<file path="src/rtl/transport_ctrl_if.sv">
// Button/switch inputs and transport outputs shared between the front end
// (master) and the playback transport controller (slave).
interface transport_ctrl_if #(
  parameter int SONG_W = 2
);
  logic              play_button;
  logic              next_button;
  logic              prev_button;
  logic              ff_switch0;
  logic              r_switch1;
  logic              song_done;
  logic [SONG_W-1:0] current_song;
  logic              play;
  logic              beat;
  logic              reverse;
  logic              song_start;

  modport master (
    output play_button, next_button, prev_button, ff_switch0, r_switch1, song_done,
    input  current_song, play, beat, reverse, song_start
  );

  modport slave (
    input  play_button, next_button, prev_button, ff_switch0, r_switch1, song_done,
    output current_song, play, beat, reverse, song_start
  );
endinterface

</file>
<file path="src/rtl/transport_ctrl.sv">
// Playback transport: song selection, play/pause, fast/reverse beat strobe.
// Define AUTO_ADVANCE_EN to make a forward end-of-song advance and keep playing.
module transport_ctrl #(
  parameter int NUM_SONGS  = 4,
  parameter int SONG_W     = 2,
  parameter int BEAT_COUNT = 1000,
  parameter int FF_STEP    = 2
) (
  input logic             clk,
  input logic             reset,
  transport_ctrl_if.slave io_bus
);

  typedef enum logic [1:0] {
    PAUSED,
    PLAYING,
    SWITCH
  } state_t;

  localparam int                CNT_W     = $clog2(BEAT_COUNT + FF_STEP);
  localparam logic [SONG_W-1:0] LAST_SONG = SONG_W'(NUM_SONGS - 1);
  localparam logic [CNT_W-1:0]  BEAT_LIM  = CNT_W'(BEAT_COUNT);
  localparam logic [CNT_W-1:0]  FAST_STEP = CNT_W'(FF_STEP);

  state_t            r_state;
  state_t            w_nextState;
  logic [SONG_W-1:0] r_song;
  logic [SONG_W-1:0] w_nextSong;
  logic [SONG_W-1:0] w_songUp;
  logic [SONG_W-1:0] w_songDown;
  logic              r_resumePlay;
  logic              w_nextResume;
  logic              w_songStart;
  logic              w_nextPlay;
  logic [CNT_W-1:0]  r_cnt;
  logic [CNT_W-1:0]  w_step;
  logic [CNT_W-1:0]  w_sum;
  logic              r_play;
  logic              r_beat;
  logic              r_reverse;
  logic              r_songStart;

  assign w_songUp   = (r_song == LAST_SONG) ? '0 : r_song + SONG_W'(1);
  assign w_songDown = (r_song == '0) ? LAST_SONG : r_song - SONG_W'(1);
  assign w_step     = io_bus.ff_switch0 ? FAST_STEP : CNT_W'(1);
  assign w_sum      = r_cnt + w_step;

  // Event priority: next, prev, song_done (PLAYING only), play.
  always_comb begin
    w_nextState  = r_state;
    w_nextSong   = r_song;
    w_nextResume = r_resumePlay;
    w_songStart  = 1'b0;
    case (r_state)
      SWITCH: begin
        w_nextState  = r_resumePlay ? PLAYING : PAUSED;
        w_nextResume = 1'b0;
      end
      default: begin
        if (io_bus.next_button) begin
          w_nextSong   = w_songUp;
          w_nextState  = SWITCH;
          w_songStart  = 1'b1;
          w_nextResume = 1'b0;
        end else if (io_bus.prev_button) begin
          w_nextSong   = w_songDown;
          w_nextState  = SWITCH;
          w_songStart  = 1'b1;
          w_nextResume = 1'b0;
        end else if (io_bus.song_done && (r_state == PLAYING)) begin
          if (r_reverse) begin
            w_nextState = PAUSED;
          end else begin
`ifdef AUTO_ADVANCE_EN
            w_nextSong   = w_songUp;
            w_nextResume = 1'b1;
`else
            w_nextResume = 1'b0;
`endif
            w_nextState = SWITCH;
            w_songStart = 1'b1;
          end
        end else if (io_bus.play_button) begin
          w_nextState = (r_state == PLAYING) ? PAUSED : PLAYING;
        end
      end
    endcase
    w_nextPlay = (w_nextState == PLAYING) || ((w_nextState == SWITCH) && w_nextResume);
  end

  always_ff @(posedge clk or posedge reset) begin
    if (reset) begin
      r_state      <= PAUSED;
      r_song       <= '0;
      r_resumePlay <= 1'b0;
      r_songStart  <= 1'b0;
      r_play       <= 1'b0;
      r_reverse    <= 1'b0;
    end else begin
      r_state      <= w_nextState;
      r_song       <= w_nextSong;
      r_resumePlay <= w_nextResume;
      r_songStart  <= w_songStart;
      r_play       <= w_nextPlay;
      r_reverse    <= io_bus.r_switch1;
    end
  end

  // The counter advances on each edge into a PLAYING cycle, so the remainder
  // carries across beats and across pauses.
  always_ff @(posedge clk or posedge reset) begin
    if (reset) begin
      r_cnt  <= '0;
      r_beat <= 1'b0;
    end else if (w_nextState == SWITCH) begin
      r_cnt  <= '0;
      r_beat <= 1'b0;
    end else if (w_nextState == PLAYING) begin
      if (w_sum >= BEAT_LIM) begin
        r_cnt  <= w_sum - BEAT_LIM;
        r_beat <= 1'b1;
      end else begin
        r_cnt  <= w_sum;
        r_beat <= 1'b0;
      end
    end else begin
      r_beat <= 1'b0;
    end
  end

  assign io_bus.current_song = r_song;
  assign io_bus.play         = r_play;
  assign io_bus.beat         = r_beat;
  assign io_bus.reverse      = r_reverse;
  assign io_bus.song_start   = r_songStart;

endmodule

</file>
<file path="src/flat_wrapper.sv">
// flat-port wrapper written by rule: the top's interface ports become plain ports
module transport_ctrl_flat 
#(
  parameter int NUM_SONGS  = 4,
  parameter int SONG_W     = 2,
  parameter int BEAT_COUNT = 1000,
  parameter int FF_STEP    = 2
)
  (clk, reset, io_bus_play_button, io_bus_next_button, io_bus_prev_button, io_bus_ff_switch0, io_bus_r_switch1, io_bus_song_done, io_bus_current_song, io_bus_play, io_bus_beat, io_bus_reverse, io_bus_song_start);
  transport_ctrl_if #(.SONG_W(SONG_W)) io_bus_i ();
  input logic clk;
  input logic reset;
  input wire logic [$bits(io_bus_i.play_button)-1:0] io_bus_play_button;
  input wire logic [$bits(io_bus_i.next_button)-1:0] io_bus_next_button;
  input wire logic [$bits(io_bus_i.prev_button)-1:0] io_bus_prev_button;
  input wire logic [$bits(io_bus_i.ff_switch0)-1:0] io_bus_ff_switch0;
  input wire logic [$bits(io_bus_i.r_switch1)-1:0] io_bus_r_switch1;
  input wire logic [$bits(io_bus_i.song_done)-1:0] io_bus_song_done;
  output wire logic [$bits(io_bus_i.current_song)-1:0] io_bus_current_song;
  output wire logic [$bits(io_bus_i.play)-1:0] io_bus_play;
  output wire logic [$bits(io_bus_i.beat)-1:0] io_bus_beat;
  output wire logic [$bits(io_bus_i.reverse)-1:0] io_bus_reverse;
  output wire logic [$bits(io_bus_i.song_start)-1:0] io_bus_song_start;
  assign io_bus_i.play_button = io_bus_play_button;
  assign io_bus_i.next_button = io_bus_next_button;
  assign io_bus_i.prev_button = io_bus_prev_button;
  assign io_bus_i.ff_switch0 = io_bus_ff_switch0;
  assign io_bus_i.r_switch1 = io_bus_r_switch1;
  assign io_bus_i.song_done = io_bus_song_done;
  assign io_bus_current_song = io_bus_i.current_song;
  assign io_bus_play = io_bus_i.play;
  assign io_bus_beat = io_bus_i.beat;
  assign io_bus_reverse = io_bus_i.reverse;
  assign io_bus_song_start = io_bus_i.song_start;
  transport_ctrl #(.NUM_SONGS(NUM_SONGS), .SONG_W(SONG_W), .BEAT_COUNT(BEAT_COUNT), .FF_STEP(FF_STEP)) u_core (.clk(clk), .reset(reset), .io_bus(io_bus_i));
endmodule
</file>
<file path="config.mk">
export PLATFORM = sky130hd
export DESIGN_NAME = transport_ctrl_flat
export DESIGN_NICKNAME = d
export VERILOG_FILES = /design/src/rtl/transport_ctrl_if.sv /design/src/rtl/transport_ctrl.sv /design/src/flat_wrapper.sv
export SDC_FILE = /design/constraint.sdc
export NUM_CORES = 1
export LEC_CHECK = 0
export ABC_AREA = 1
export CAP_MARGIN = 30
export CORE_MARGIN = 2
export CORE_UTILIZATION = 37
export CTS_BUF_LIST = sky130_fd_sc_hd__clkbuf_4 sky130_fd_sc_hd__clkbuf_8 sky130_fd_sc_hd__clkbuf_16
export DETAILED_ROUTE_END_ITERATION = 12
export PLACE_DENSITY = 0.67
export SYNTH_ARGS = -nofsm -noshare
export SYNTH_HDL_FRONTEND = slang
export SYNTH_SLANG_ARGS = --single-unit
</file>
<file path="constraint.sdc">
create_clock -name clk -period 2 [get_ports clk]
set_input_delay 0.4 -clock clk [delete_from_list [all_inputs] [get_ports clk]]
set_output_delay 0.4 -clock clk [all_outputs]
set_load 0.05 [all_outputs]
</file>
==> results of run 1 <==
## flip-flops by register name, summed over array words and instances (netlist names)
signal                      cells
u_core.io_bus.reverse           1
u_core.io_bus.current_song      2
u_core.r_state                  2
u_core.r_cnt                   10
u_core.r_resumePlay             1
u_core.io_bus.beat              1
u_core.io_bus.play              1
u_core.io_bus.song_start        1
## worst max-delay path: stages
cell	delay, ns
clkdlybuf4s50_1	0.47
inv_1	0.04
or3_1	0.40
nand2_2	0.10
o21ai_2	0.07
inv_2	0.09
ha_4	0.21
buf_4	0.18
a22o_1	0.21
## per-layer routing
layer,GRT usage,vias up
li1,-,575
met1,0.1925,529
met2,0.3137,14
met3,0.02772,2
met4,0.02795,0
met5,0,-
## cell type report
| class | count | share of cell area |
|---|---|---|
| Clock inverter | 1 | 0.003067 |
| Clock buffer | 3 | 0.01380 |
| Multi-Input combinational cell | 112 | 0.4095 |
| Timing Repair Buffer | 36 | 0.1879 |
| Sequential cell | 19 | 0.2922 |
| Inverter | 26 | 0.05982 |
| Tap cell | 44 | 0.03374 |
## cells in the mapped netlist, types with 2 or more instances
| cell type | n | share of area |
|---|---|---|
| nand3b_1 | 3 | 0.019 |
| o211ai_1 | 2 | 0.013 |
| dfrtp_1 | 19 | 0.40 |
| nor2_1 | 10 | 0.032 |
| nor3_1 | 2 | 0.0085 |
| nand3_1 | 13 | 0.055 |
| nor2_2 | 4 | 0.021 |
| inv_1 | 26 | 0.083 |
| o22ai_1 | 2 | 0.011 |
| o21ai_0 | 9 | 0.038 |
| nand2_2 | 3 | 0.016 |
| ha_1 | 7 | 0.074 |
| nand2_1 | 50 | 0.16 |
## path summary, 6_finish.rpt
kind                       slack [ns]                           from                                   endpoint
max                              0.03               io_bus_song_done                u_core.r_cnt[0]$_DFFE_PP0P_
min                              0.42                          reset  u_core.io_bus.current_song[1]$_DFFE_PP0P_
max reg2reg                      0.05    u_core.r_cnt[0]$_DFFE_PP0P_                u_core.r_cnt[7]$_DFFE_PP0P_
min reg2reg                      0.54  u_core.r_resumePlay$_DFF_PP0_              u_core.r_resumePlay$_DFF_PP0_
max in group asynchronous        1.36                          reset            u_core.io_bus.reverse$_DFF_PP0_
min in group clk                 0.54               io_bus_r_switch1            u_core.io_bus.reverse$_DFF_PP0_
## power by group through the flow
stage / clock, µW / combinational (µW) / sequential, µW
6_report: 194 / 677 / 506
5_1_grt: 222 / 750 / 514
4_1_cts: 201 / 633 / 504
3_5_place_dp: 0 / 582 / 508
3_3_place_gp: 0 / 558 / 503
2_1_floorplan: 0 / 290 / 590
## cells by family (layout without fill, tap and decap cells)
kind of cell | Yosys count | after routing | share of synthesized area
buffers and inverters | 27 | 66 | 0.09245
flip-flops | 19 | 19 | 0.4038
AO/OA/AOI/OAI | 16 | 16 | 0.07969
XOR/XNOR | 1 | 1 | 0.007440
AND/OR/NAND/NOR | 87 | 87 | 0.3252
adder cells (fa/ha/maj) | 8 | 8 | 0.09139
## through the flow
| stage | cell area, µm² | power, µW | setup TNS, ns | hold slack, ns |
|---|---|---|---|---|
| detailed placement | 1489 | 1090 | -5.648 | 0.5112 |
| CTS | 1573 | 1338 | -0.01871 | 0.4260 |
| global route | 1632 | 1487 | -0.4401 | 0.4460 |
| finish | 1632 | 1377 | 0 | 0.4179 |
| floorplan | 1187 | 880.5 | 0 | 0.3511 |
| global placement | 1489 | 1061 | -4.590 | 0.4974 |
## what timing repair did
| item | in CTS | in global routing |
|---|---|---|
| buffers inserted | 2 | 4 |
| resized for setup | 11 | 16 |
| endpoints found under the setup margin | 11 | 11 |
| pin swaps | 6 | 4 |
==> impl_metrics.yaml, run 1 <==
power:
  leakagePower_uw: 0.0008151
  swShare: 0.4001
  seq_power_share: 0.367
  powerDensity_nw_per_um2: 844.1
  p_int_uw: 826.2
  comb_power_share: 0.492
  switchingPower_uw: 551.0
  clkPwrFrac: 0.141
  irDropWorstVdd_v: 0.0003706
setup_path:
  required_ns: 2.20
  crit_type: "input pin to flop"
  cp_data_arrival_time_ns: 2.17
  crit_fanout: 10
  crit_path_end_kind: "flop"
  start_kind: "input pin"
  worst_r2r_path_depth: 11
placed_design:
  dp_hpwl_um: 2000
  port_buffers: 13
  placed_cells: 231
  pre_cts_slack_ns: -0.5500
  gp_congestion: 0.8546
flow_run:
  maxCapViolations: 0
logic_synthesis:
  syn_area_um2: 1177
  synthCells: 158
  synth_nets: 174
  synth.distinct_cells: 21
  ys.warnings.count: 0
  ys.flop_type: "dfrtp_1"
  yosysSeqAreaShare: 0.4038
  synth_edf_count: 0
  async_flop_share: 1.000
  ys_ff_latch: 19
  syn_area_per_cell_um2: 7.452
route:
  routed.top_layer: "met4"
  ant_nets: 0
  drc: 0
  num_vias: 1120
  wire_per_inst_um: 11.05
  routed-wl-met3_um: 85
  drt_iter0_drc: 35
  vias_per_cell: 4.647
  wirelength_um: 2663
  dr.pass1.iters: 3
  met1_length_um: 1183
  wl_met2_um: 1390
sta:
  skew_ns: 0.002895
  fmax_mhz: 507.2
  min_period_over_period: 0.9858
  drv_slew: 0
  worst_pin_slew_ns: 0.4911
  slew-limit-headroom: 0.6716
  fin_ws_ns: 0.02837
  grt_setup_unrepaired: "true"
  setup_viol: 0
  hold_violations: 0
  min_period_ns: 1.972
global_route:
  grt_pass1_vias: 1150
  grt_overflow: 0
  grt_pass1_wl_um: 4581
  grt_max_degree: 20
  grt_usage: 0.1633
  antenna_found_initial: 0
layout:
  multiInputGateArea_um2: 668.1
  antenna_cells: 0
  final_nets: 214
  area_growth_pct: 38.58
  layout.area.seq_um2: 476.7
  finish.utilization: 0.5388
  layout_commonest_cell: "nand2_1"
  drive_above_1_share: 0.2690
  finalNonFillerCells: 241
  final_cell_mix: "nand2_1, buf_4, inv_1, dfrtp_1, nand3_1"
  fill_cells: 296
clock_tree:
  clk_latency_ns: 0.29
  cts.sinks: 19
  hold_buffers: 0
  cts_tree: "yes"
  numCtsBuffers: 3
  root_buffer: "clkbuf_4"
  h-tree-depth: 1
  path_clk_slew_ns: 0.11
  cts_max_path_buffers: 2
floorplanning:
  dieWidth_um: 60.41
  rows: 20
  start_util: 0.3888
  die_h_um: 60.41
  dieArea_um2: 3649
  core_area_um2: 3028
  io_pins: 14
run_status:
  status: "completed"
hold_path:
  min_path_type: "input pin to async pin"
No activity file was read; power rests on OpenSTA's default activity.
==> inputs of run 2 (changes only) <==
- CAP_MARGIN: 30 -> unset
- CORE_ASPECT_RATIO: unset -> 0.7
- MAX_ROUTING_LAYER: unset -> met4
==> run 2 against run 1 <==
Via count up 6.2%. Worst setup slack got worse by 0.0088 ns. Clock skew is 0.0020 ns lower. Combinational power rose by 9.5%. Sequential cell count unchanged.
==> impl_metrics.yaml, run 2 (same netlist as run 1, synthesis figures left out) <==
sta:
  min_period_ns: 1.980
  grt_setup_unrepaired: "true"
  setup_viol: 0
  drv_slew: 0
  min_period_over_period: 0.9902
  fin_ws_ns: 0.01956
  fin_tns_setup_ns: 0
  fmax_mhz: 504.9
  skew_ns: 0.0009362
  worst_pin_slew_ns: 0.4915
  slew-limit-headroom: 0.6713
  hold_violations: 0
layout:
  layout_commonest_cell: "nand2_1"
  final_cell_mix: "nand2_1, buf_4, inv_1, dfrtp_1, nand3_1"
  area_growth_pct: 48.57
  drive_above_1_share: 0.3301
  finish.utilization: 0.5671
  final_nets: 223
  multiInputGateArea_um2: 705.7
  fill_cells: 277
  regMostFlops: "u_core.r_cnt"
  antenna_cells: 0
  largest_reg_flops: 10
  layout.area.seq_um2: 476.7
  design_area_um2: 1749
route:
  wirelength_um: 3126
  drc: 0
  vias_per_cell: 4.873
  dr.pass1.iters: 4
  drt_iter0_drc: 103
  ant_nets: 0
  num_vias: 1189
  wire_per_inst_um: 12.81
clock_tree:
  path_clk_slew_ns: 0.07
  cts_tree: "yes"
  numCtsBuffers: 3
  h-tree-depth: 1
  root_buffer: "clkbuf_8"
  cts.sinks: 19
  hold_buffers: 0
  cts_max_path_buffers: 2
  clk_latency_ns: 0.26
power:
  powerDensity_nw_per_um2: 867.3
  leakagePower_uw: 0.0008810
  irDropWorstVdd_v: 0.0004365
  total_power_uw: 1517
setup_path:
  reg2reg_setup_slack_ns: 0.04
  start_kind: "input pin"
  crit_type: "input pin to flop"
  crit_fanout: 5
  cp_data_arrival_time_ns: 2.16
  crit_path_end_kind: "flop"
  required_ns: 2.18
floorplanning:
  io_pins: 14
  die_h_um: 51.20
  dieArea_um2: 3657
  core_area_um2: 3084
  rows: 17
  start_util: 0.3817
  dieWidth_um: 71.43
run_status:
  status: "completed"
global_route:
  grt_overflow: 0
  grt_pass1_wl_um: 4823
  grt_max_degree: 20
  grt_pass1_vias: 1135
  grt_usage: 0.1757
  antenna_found_initial: 0
hold_path:
  min_path_type: "input pin to async pin"
placed_design:
  gp_congestion: 0.8441
  port_buffers: 13
  pre_cts_slack_ns: -0.5363
  dp_hpwl_um: 2046
  placed_area_um2: 1474
flow_run:
  maxCapViolations: 0
run 2: cell types whose count changed in the layout (fill, tap and decap cells not counted), moves of 2 or more:
cell,delta
buf_4,+8
clkbuf_4,-3
clkbuf_8,+3
nand2_1,-2
nor2_2,-2
run 2: worst max-delay path, cell delays in order:
cell	delay [ns]
clkdlybuf4s50_1	0.47
nor2_4	0.17
o211ai_1	0.15
o22ai_2	0.16
inv_1	0.10
ha_4	0.26
nor2_4	0.18
buf_4	0.14
inv_1	0.04
o22ai_1	0.09
run 2: path summary, 6_finish.rpt:
path                            depth (start not counted)                                        end                          start
worst min register to register                          2              u_core.r_resumePlay$_DFF_PP0_  u_core.r_resumePlay$_DFF_PP0_
min in group clk                                        2              u_core.r_resumePlay$_DFF_PP0_  u_core.r_resumePlay$_DFF_PP0_
worst min-delay path                                    3  u_core.io_bus.current_song[0]$_DFFE_PP0P_                          reset
worst max register to register                         11                u_core.r_cnt[5]$_DFFE_PP0P_    u_core.r_cnt[0]$_DFFE_PP0P_
worst max-delay path                                   10                u_core.r_cnt[1]$_DFFE_PP0P_             io_bus_next_button
max in group asynchronous                               3            u_core.io_bus.reverse$_DFF_PP0_                          reset
run 2: cell type report:
| class | count | share of cell area |
|---|---|---|
| multi-input cells | 112 | 0.4034 |
| flip-flops and latches | 19 | 0.2725 |
| repair buffers | 45 | 0.2146 |
| inverters | 26 | 0.05579 |
| well taps | 38 | 0.02718 |
| clock buffers | 3 | 0.02361 |
| clock inverters | 1 | 0.002861 |
run 2: routing by layer:
metal,track usage,routed length (µm)
met2,0.2978,1588
met5,-,0
met1,0.2077,1377
met3,0.04734,145
met4,0.05031,14
run 2: timing repair:
item | CTS | global route
setup buffers | 12 | 4
pin swaps | 8 | 11
resized for setup | 17 | 21
setup endpoints to repair | 11 | 12
run 2: metrics by stage:
| stage | std cells | hold slack, ns |
|---|---|---|
| finish | 244 | 0.4691 |
| detailed placement | 224 | 0.5206 |
| global route | 244 | 0.4900 |
| floorplan | 158 | 0.3511 |
| CTS | 240 | 0.4768 |
| global placement | 224 | 0.5020 |
run 2: power breakdown:
group | internal, µW | switching (µW) | leakage, µW
Clock | 139 | 131 | 0.0000255
Combinational | 337 | 404 | 0.000605
Sequential | 447 | 59.4 | 0.000251
